===== config.mk =====
export PLATFORM = sky130hd
export DESIGN_NAME = odometer_readout_serializer
export DESIGN_NICKNAME = d
export VERILOG_FILES = /design/src/rtl/odometer_readout_serializer.sv
export SDC_FILE = /design/constraint.sdc
export NUM_CORES = 1
export LEC_CHECK = 0
export BUFFER_PORTS_ARGS = -buffer_cell sky130_fd_sc_hd__buf_2
export CAP_MARGIN = 20
export CORE_MARGIN = 5
export CORE_UTILIZATION = 63
export CTS_CLUSTER_DIAMETER = 200
export CTS_CLUSTER_SIZE = 10
export DETAILED_ROUTE_END_ITERATION = 8
export GPL_TIMING_DRIVEN = 0
export PLACE_DENSITY = 0.95
export SLEW_MARGIN = 20
export SYNTH_ARGS = -nofsm -noshare
export SYNTH_HDL_FRONTEND = slang
export SYNTH_SLANG_ARGS = --single-unit

===== constraint.sdc =====
create_clock -name SCLK -period 5.2 [get_ports SCLK]
set_input_delay 0.52 -clock SCLK [delete_from_list [all_inputs] [get_ports SCLK]]
set_output_delay 0.52 -clock SCLK [all_outputs]
set_load 0.1 [all_outputs]

===== src/rtl/odometer_readout_serializer.sv =====
// Snapshots NCH x WIDTH odometer latch words and shifts them out MSB-first on SCLK.
// Optional even-parity trailer bit when ODO_READOUT_PARITY_EN is defined.
//
// state | meaning
// IDLE  | waiting for START rising edge
// SNAP  | re-sampling PARALLEL_IN until two samples agree or retries run out
// SHIFT | shifting frame out on SCAN_OUT, SCAN_IN fills vacated LSB
// DONE  | one-cycle FRAME_DONE, then back to IDLE
module odometer_readout_serializer #(
  parameter int NCH       = 4,
  parameter int WIDTH     = 12,
  parameter int MAX_RETRY = 3
) (
  input  logic                   SCLK,
  input  logic                   RESETB,
  input  logic                   START,
  input  logic [NCH*WIDTH-1:0]   PARALLEL_IN,
  input  logic                   SCAN_IN,
  output logic                   SCAN_OUT,
  output logic                   BUSY,
  output logic                   FRAME_DONE,
  output logic [NCH-1:0]         SAT_FLAGS,
  output logic                   UNSTABLE
);

  localparam int DATA_BITS = NCH * WIDTH;
`ifdef ODO_READOUT_PARITY_EN
  localparam int FRAME_BITS = DATA_BITS + 1;
`else
  localparam int FRAME_BITS = DATA_BITS;
`endif
  localparam int CW = $clog2(FRAME_BITS + 1);
  localparam int RW = $clog2(MAX_RETRY + 1);
  localparam logic [CW-1:0] LAST_BIT = CW'(FRAME_BITS - 1);
  localparam logic [RW-1:0] LAST_TRY = RW'(MAX_RETRY - 1);

  typedef enum logic [1:0] {ST_IDLE, ST_SNAP, ST_SHIFT, ST_DONE} state_t;

  state_t                  state_q, state_d;
  logic [DATA_BITS-1:0]    snap_q, snap_d;
  logic [FRAME_BITS-1:0]   shreg_q, shreg_d;
  logic [CW-1:0]           bitcnt_q, bitcnt_d;
  logic [RW-1:0]           retry_q, retry_d;
  logic [NCH-1:0]          sat_q, sat_d;
  logic                    unst_q, unst_d;
  logic                    start_q;
  logic                    busy_q;
  logic                    done_q;

  logic                    start_edge;
  logic                    snap_match;
  logic [NCH-1:0]          sat_calc;
  logic [FRAME_BITS-1:0]   frame_word;

  // On accept the live input equals snap_q when stable, or is the forced value otherwise.
  always_comb begin
    sat_calc = '0;
    for (int i = 0; i < NCH; i++) begin
      sat_calc[i] = &PARALLEL_IN[i*WIDTH +: WIDTH];
    end
`ifdef ODO_READOUT_PARITY_EN
    frame_word = {PARALLEL_IN, ^PARALLEL_IN};
`else
    frame_word = PARALLEL_IN;
`endif
  end

  assign start_edge = START & ~start_q;
  assign snap_match = (PARALLEL_IN == snap_q);

  always_comb begin
    state_d  = state_q;
    snap_d   = snap_q;
    shreg_d  = shreg_q;
    bitcnt_d = bitcnt_q;
    retry_d  = retry_q;
    sat_d    = sat_q;
    unst_d   = unst_q;
    case (state_q)
      ST_IDLE: begin
        if (start_edge) begin
          snap_d  = PARALLEL_IN;
          retry_d = '0;
          unst_d  = 1'b0;
          state_d = ST_SNAP;
        end
      end
      ST_SNAP: begin
        if (snap_match || (retry_q == LAST_TRY)) begin
          shreg_d  = frame_word;
          sat_d    = sat_calc;
          bitcnt_d = '0;
          state_d  = ST_SHIFT;
          if (!snap_match) unst_d = 1'b1;
        end else begin
          snap_d  = PARALLEL_IN;
          retry_d = retry_q + RW'(1);
        end
      end
      ST_SHIFT: begin
        shreg_d  = {shreg_q[FRAME_BITS-2:0], SCAN_IN};
        bitcnt_d = bitcnt_q + CW'(1);
        if (bitcnt_q == LAST_BIT) state_d = ST_DONE;
      end
      ST_DONE: state_d = ST_IDLE;
      default: state_d = ST_IDLE;
    endcase
  end

  always_ff @(posedge SCLK or negedge RESETB) begin
    if (!RESETB) begin
      state_q  <= ST_IDLE;
      snap_q   <= '0;
      shreg_q  <= '0;
      bitcnt_q <= '0;
      retry_q  <= '0;
      sat_q    <= '0;
      unst_q   <= 1'b0;
      start_q  <= 1'b0;
      busy_q   <= 1'b0;
      done_q   <= 1'b0;
    end else begin
      state_q  <= state_d;
      snap_q   <= snap_d;
      shreg_q  <= shreg_d;
      bitcnt_q <= bitcnt_d;
      retry_q  <= retry_d;
      sat_q    <= sat_d;
      unst_q   <= unst_d;
      start_q  <= START;
      busy_q   <= (state_d != ST_IDLE);
      done_q   <= (state_d == ST_DONE);
    end
  end

  assign SCAN_OUT   = shreg_q[FRAME_BITS-1];
  assign BUSY       = busy_q;
  assign FRAME_DONE = done_q;
  assign SAT_FLAGS  = sat_q;
  assign UNSTABLE   = unst_q;

endmodule


==> impl_metrics.csv <==
group,metric,value,unit
critical_path,cp_data_required_time,5580,ps
critical_path,crit_slowest_cell,"nor4_2",
floorplanning,dieHeight,103.5,µm
hold_path,min_to,"start_q$_DFF_PN0_",
sta,grt_setup_unrepaired,"false",
sta,slew_headroom,0.5765,
clock_tree,cts.sinks,114,
synth,syn_inst,525,
critical_path,start_kind,"flip-flop",
sta,slew_viol_final,0,
place,dpl.hpwl,10130,µm
critical_path,path_common_cell,"clkbuf_1",
routing,first_pass_iters,5,
sta,fin_crit,2896,ps
synth,synth.distinct_cells,35,
clock_tree,cts_max_level,4,
sta,hold_viol_final,0,
critical_path,path_class,"flip-flop to flip-flop",
routing,vias,4967,
critical_path,rr_endpoint,"shreg_q[35]$_DFFE_PN0P_",
clock_tree,clockBufferDepth,2,
finish,fin_nets,659,
floorplanning,placement_rows,34,
critical_path,critical_path.max_fanout,10,
synth,synthDominantCellAreaShare,0.5175,
global_routing,grt_max_degree,70,
global_routing,antenna_found_initial,0,
global_routing,grt_pass1_vias,5084,
hold_path,hold_start,"START",
clock_tree,clkLatencyLatePin,530,ps
sta,fmax,345.3,MHz
sta,clock-skew-final,9.210,ps
place,place_ws,2295,ps
synth,syn_area,5513,µm²
critical_path,worstSetupEndpointType,"flip-flop",
sta,finalSetupViolations,0,
finish,drive_above_1_share,0.1926,
place,portBuffers,59,
floorplanning,initial_utilization,0.6384,
hold_path,holdCritPathClass,"primary input to flip-flop",
critical_path,r2r_cells,8,
floorplanning,coreArea,8636,µm²
sta,tns,0,ps
routing,antenna_left,0,
finish,num_antenna_cells,0,
critical_path,r2r_start,"snap_q[21]$_DFFE_PN0P_",
sta,finalWorstSetupSlack,2304,ps
clock_tree,path_clk_slew,60,ps
critical_path,cp_slowest_stage_delay,490,ps
critical_path,r2r_slack,2300,ps
synth,syn-num-nets,579,
synth,synth.avg_cell_area,10.50,µm²
place,routabilityCongestion,0.8858,
clock_tree,clockRootBuffer,"clkbuf_8",
floorplanning,die-area,10720,µm²
routing,wl_per_cell,22.31,µm
critical_path,cp_cell_sequence,"xnor2_1, nand4_1, nor4_2, a31oi_1, clkbuf_1, clkbuf_1, o21ai_0, a21oi_1",
global_routing,grt_overflow,0,
synth,ys_seq_elements,114,
synth,yosys.area.top_type,"dfrtp_1",
sta,tightest_slew,634.6,ps
floorplanning,die_w,103.5,µm
pwr,p_leak,2.768,nW
critical_path,arrival,3280,ps
sta,finalCritPeriodShare,0.5570,
outcome,status,"complete, no violations",
finish,areaGrowthSynthToFinish,20.06,%
synth,yosys_warnings,0,
clock_tree,numCtsBuffers,17,
synth,synth_area_leaders,"dfrtp_1 (52%), mux2_1 (8.6%), xnor2_1 (7.6%)",
clock_tree,cts_tree,"built",
floorplanning,io_pins,60,
routing,route.detailed.drc,0,
routing,wl,16200,µm
synth,seq_area_frac_synth,0.5175,
hold_path,whs_path_depth,1,
global_routing,grt_usage,0.3083,
clock_tree,ctsResizeCount,0,
pwr,powerDensity,358.8,nW/µm²
global_routing,grt_pass1_wl,26360,µm
pwr,ir_drop,0.2321,mV
routing,initialDrtViolationCount,531,
flow_run,maxCapViolCount,0,
routing,avgViaCountPerCell,6.842,
[power breakdown]
part,switching [mW],total [mW],internal (mW)
logic,0.0976,0.166,0.0685
clock network,0.408,1.26,0.847
registers,0.0266,0.953,0.927
total,0.532,2.38,1.84
[repair_timing]
item	CTS	global route
buffers inserted	0	0
endpoints found under the hold margin	45	0
hold buffers	1	0
[registers in the layout (all words and copies together), names as in the netlist]
signal / count
shreg_q: 48
snap_q: 48
bitcnt_q: 6
SAT_FLAGS: 4
retry_q: 2
state_q: 2
BUSY: 1
FRAME_DONE: 1
UNSTABLE: 1
start_q: 1
[worst max-delay path, delay by kind of cell, from the launching register on]
family          cells  cell delay, ps
compound gates      3             760
simple gates        2             710
buf+inv             2             610
flops               1             390
xor+xnor            1             280
[stage by stage]
step | std cells | util | total power [mW] | cell area, µm² | hold slack (ps)
final | 726 | 0.7664 | 2.375 | 6619 | 141.1
after global placement | 692 | 0.6882 | 1.108 | 5943 | 459.6
after floorplan | 525 | - | 1.036 | 5513 | 224.4
after CTS | 726 | 0.7664 | 2.370 | 6619 | 134.4
after detailed placement | 693 | 0.6921 | 1.123 | 5977 | 472.2
after global routing | 726 | 0.7664 | 2.440 | 6619 | 136.4
[logic make-up (layout without fill, tap and decap cells)]
| logic type | after synthesis | count (layout) | synth area share |
|---|---|---|---|
| mux | 55 | 55 | 0.1121 |
| fa+ha+maj | 2 | 2 | 0.004539 |
| buf+inv | 41 | 134 | 0.03223 |
| simple gates | 106 | 106 | 0.09600 |
| flops | 114 | 114 | 0.5175 |
| xor+xnor | 49 | 49 | 0.07785 |
| compound gates | 158 | 158 | 0.1598 |
[per-layer routing]
metal	wire [µm]	vias up	GRT usage
met4	872	0	0.1631
met3	1624	100	0.09391
li1	-	2073	-
met1	5916	2426	0.3920
met5	0	-	0
met2	7784	368	0.4745
[cells in the mapped netlist]
library cell and instances:
dfrtp_1 114, a21oi_1 52, nor2_1 52, a31oi_1 49, xnor2_1 48, o21ai_0 43
mux2_1 42, clkbuf_1 28, nand4_1 24, mux2_2 12, nand2_1 6, buf_4 5
nor3_1 5, o21ai_1 5, buf_2 4, inv_1 4, nand2b_1 3, nand3_1 3
nor4_2 3, a31o_2 2, and2_1 2, and3_1 2, ha_1 2, nor2b_1 2
nor3b_1 2, o22ai_1 2, a211o_1 1, a221o_1 1, mux2i_1 1, nor2_2 1
o21a_1 1, o21ai_2 1, o221ai_1 1, or2_2 1, xor2_1 1
[worst max path at each step]
stage,startpoint,endpoint,slack (ps),cells after the start
2_1_floorplan,PARALLEL_IN[9],snap_q[25]$_DFFE_PN0P_,3020,7
3_3_place_gp,RESETB,shreg_q[14]$_DFFE_PN0P_,2330,1
3_5_place_dp,PARALLEL_IN[21],SAT_FLAGS[0]$_DFFE_PN0P_,2300,7
4_1_cts,snap_q[35]$_DFFE_PN0P_,shreg_q[35]$_DFFE_PN0P_,2440,8
5_1_grt,snap_q[45]$_DFFE_PN0P_,shreg_q[35]$_DFFE_PN0P_,2230,8
6_report,snap_q[21]$_DFFE_PN0P_,shreg_q[35]$_DFFE_PN0P_,2300,8
[cells in the final DEF, fill, tap and decap left out, types with 6 or more instances in the layout]
cell type and count:
o21ai_0 43, mux2_2 12, clkbuf_1 30, buf_2 62
xnor2_1 48, clkbuf_16 16, nand4_1 24, a31oi_1 49
dfrtp_1 114, nor2_1 52, mux2_1 42, nand2_1 6
a21oi_1 52
[layout make-up]
cell class	count	area [µm²]
plain buffers	37	162.7
clock buffers	21	449.2
clock inverters	11	182.7
fillers	492	2017
inverters	4	15.01
multi-input cells	370	2482
flip-flops and latches	114	2853
well taps	108	135.1
repair buffers	61	339.1
No activity file was read; power rests on OpenSTA's default activity.
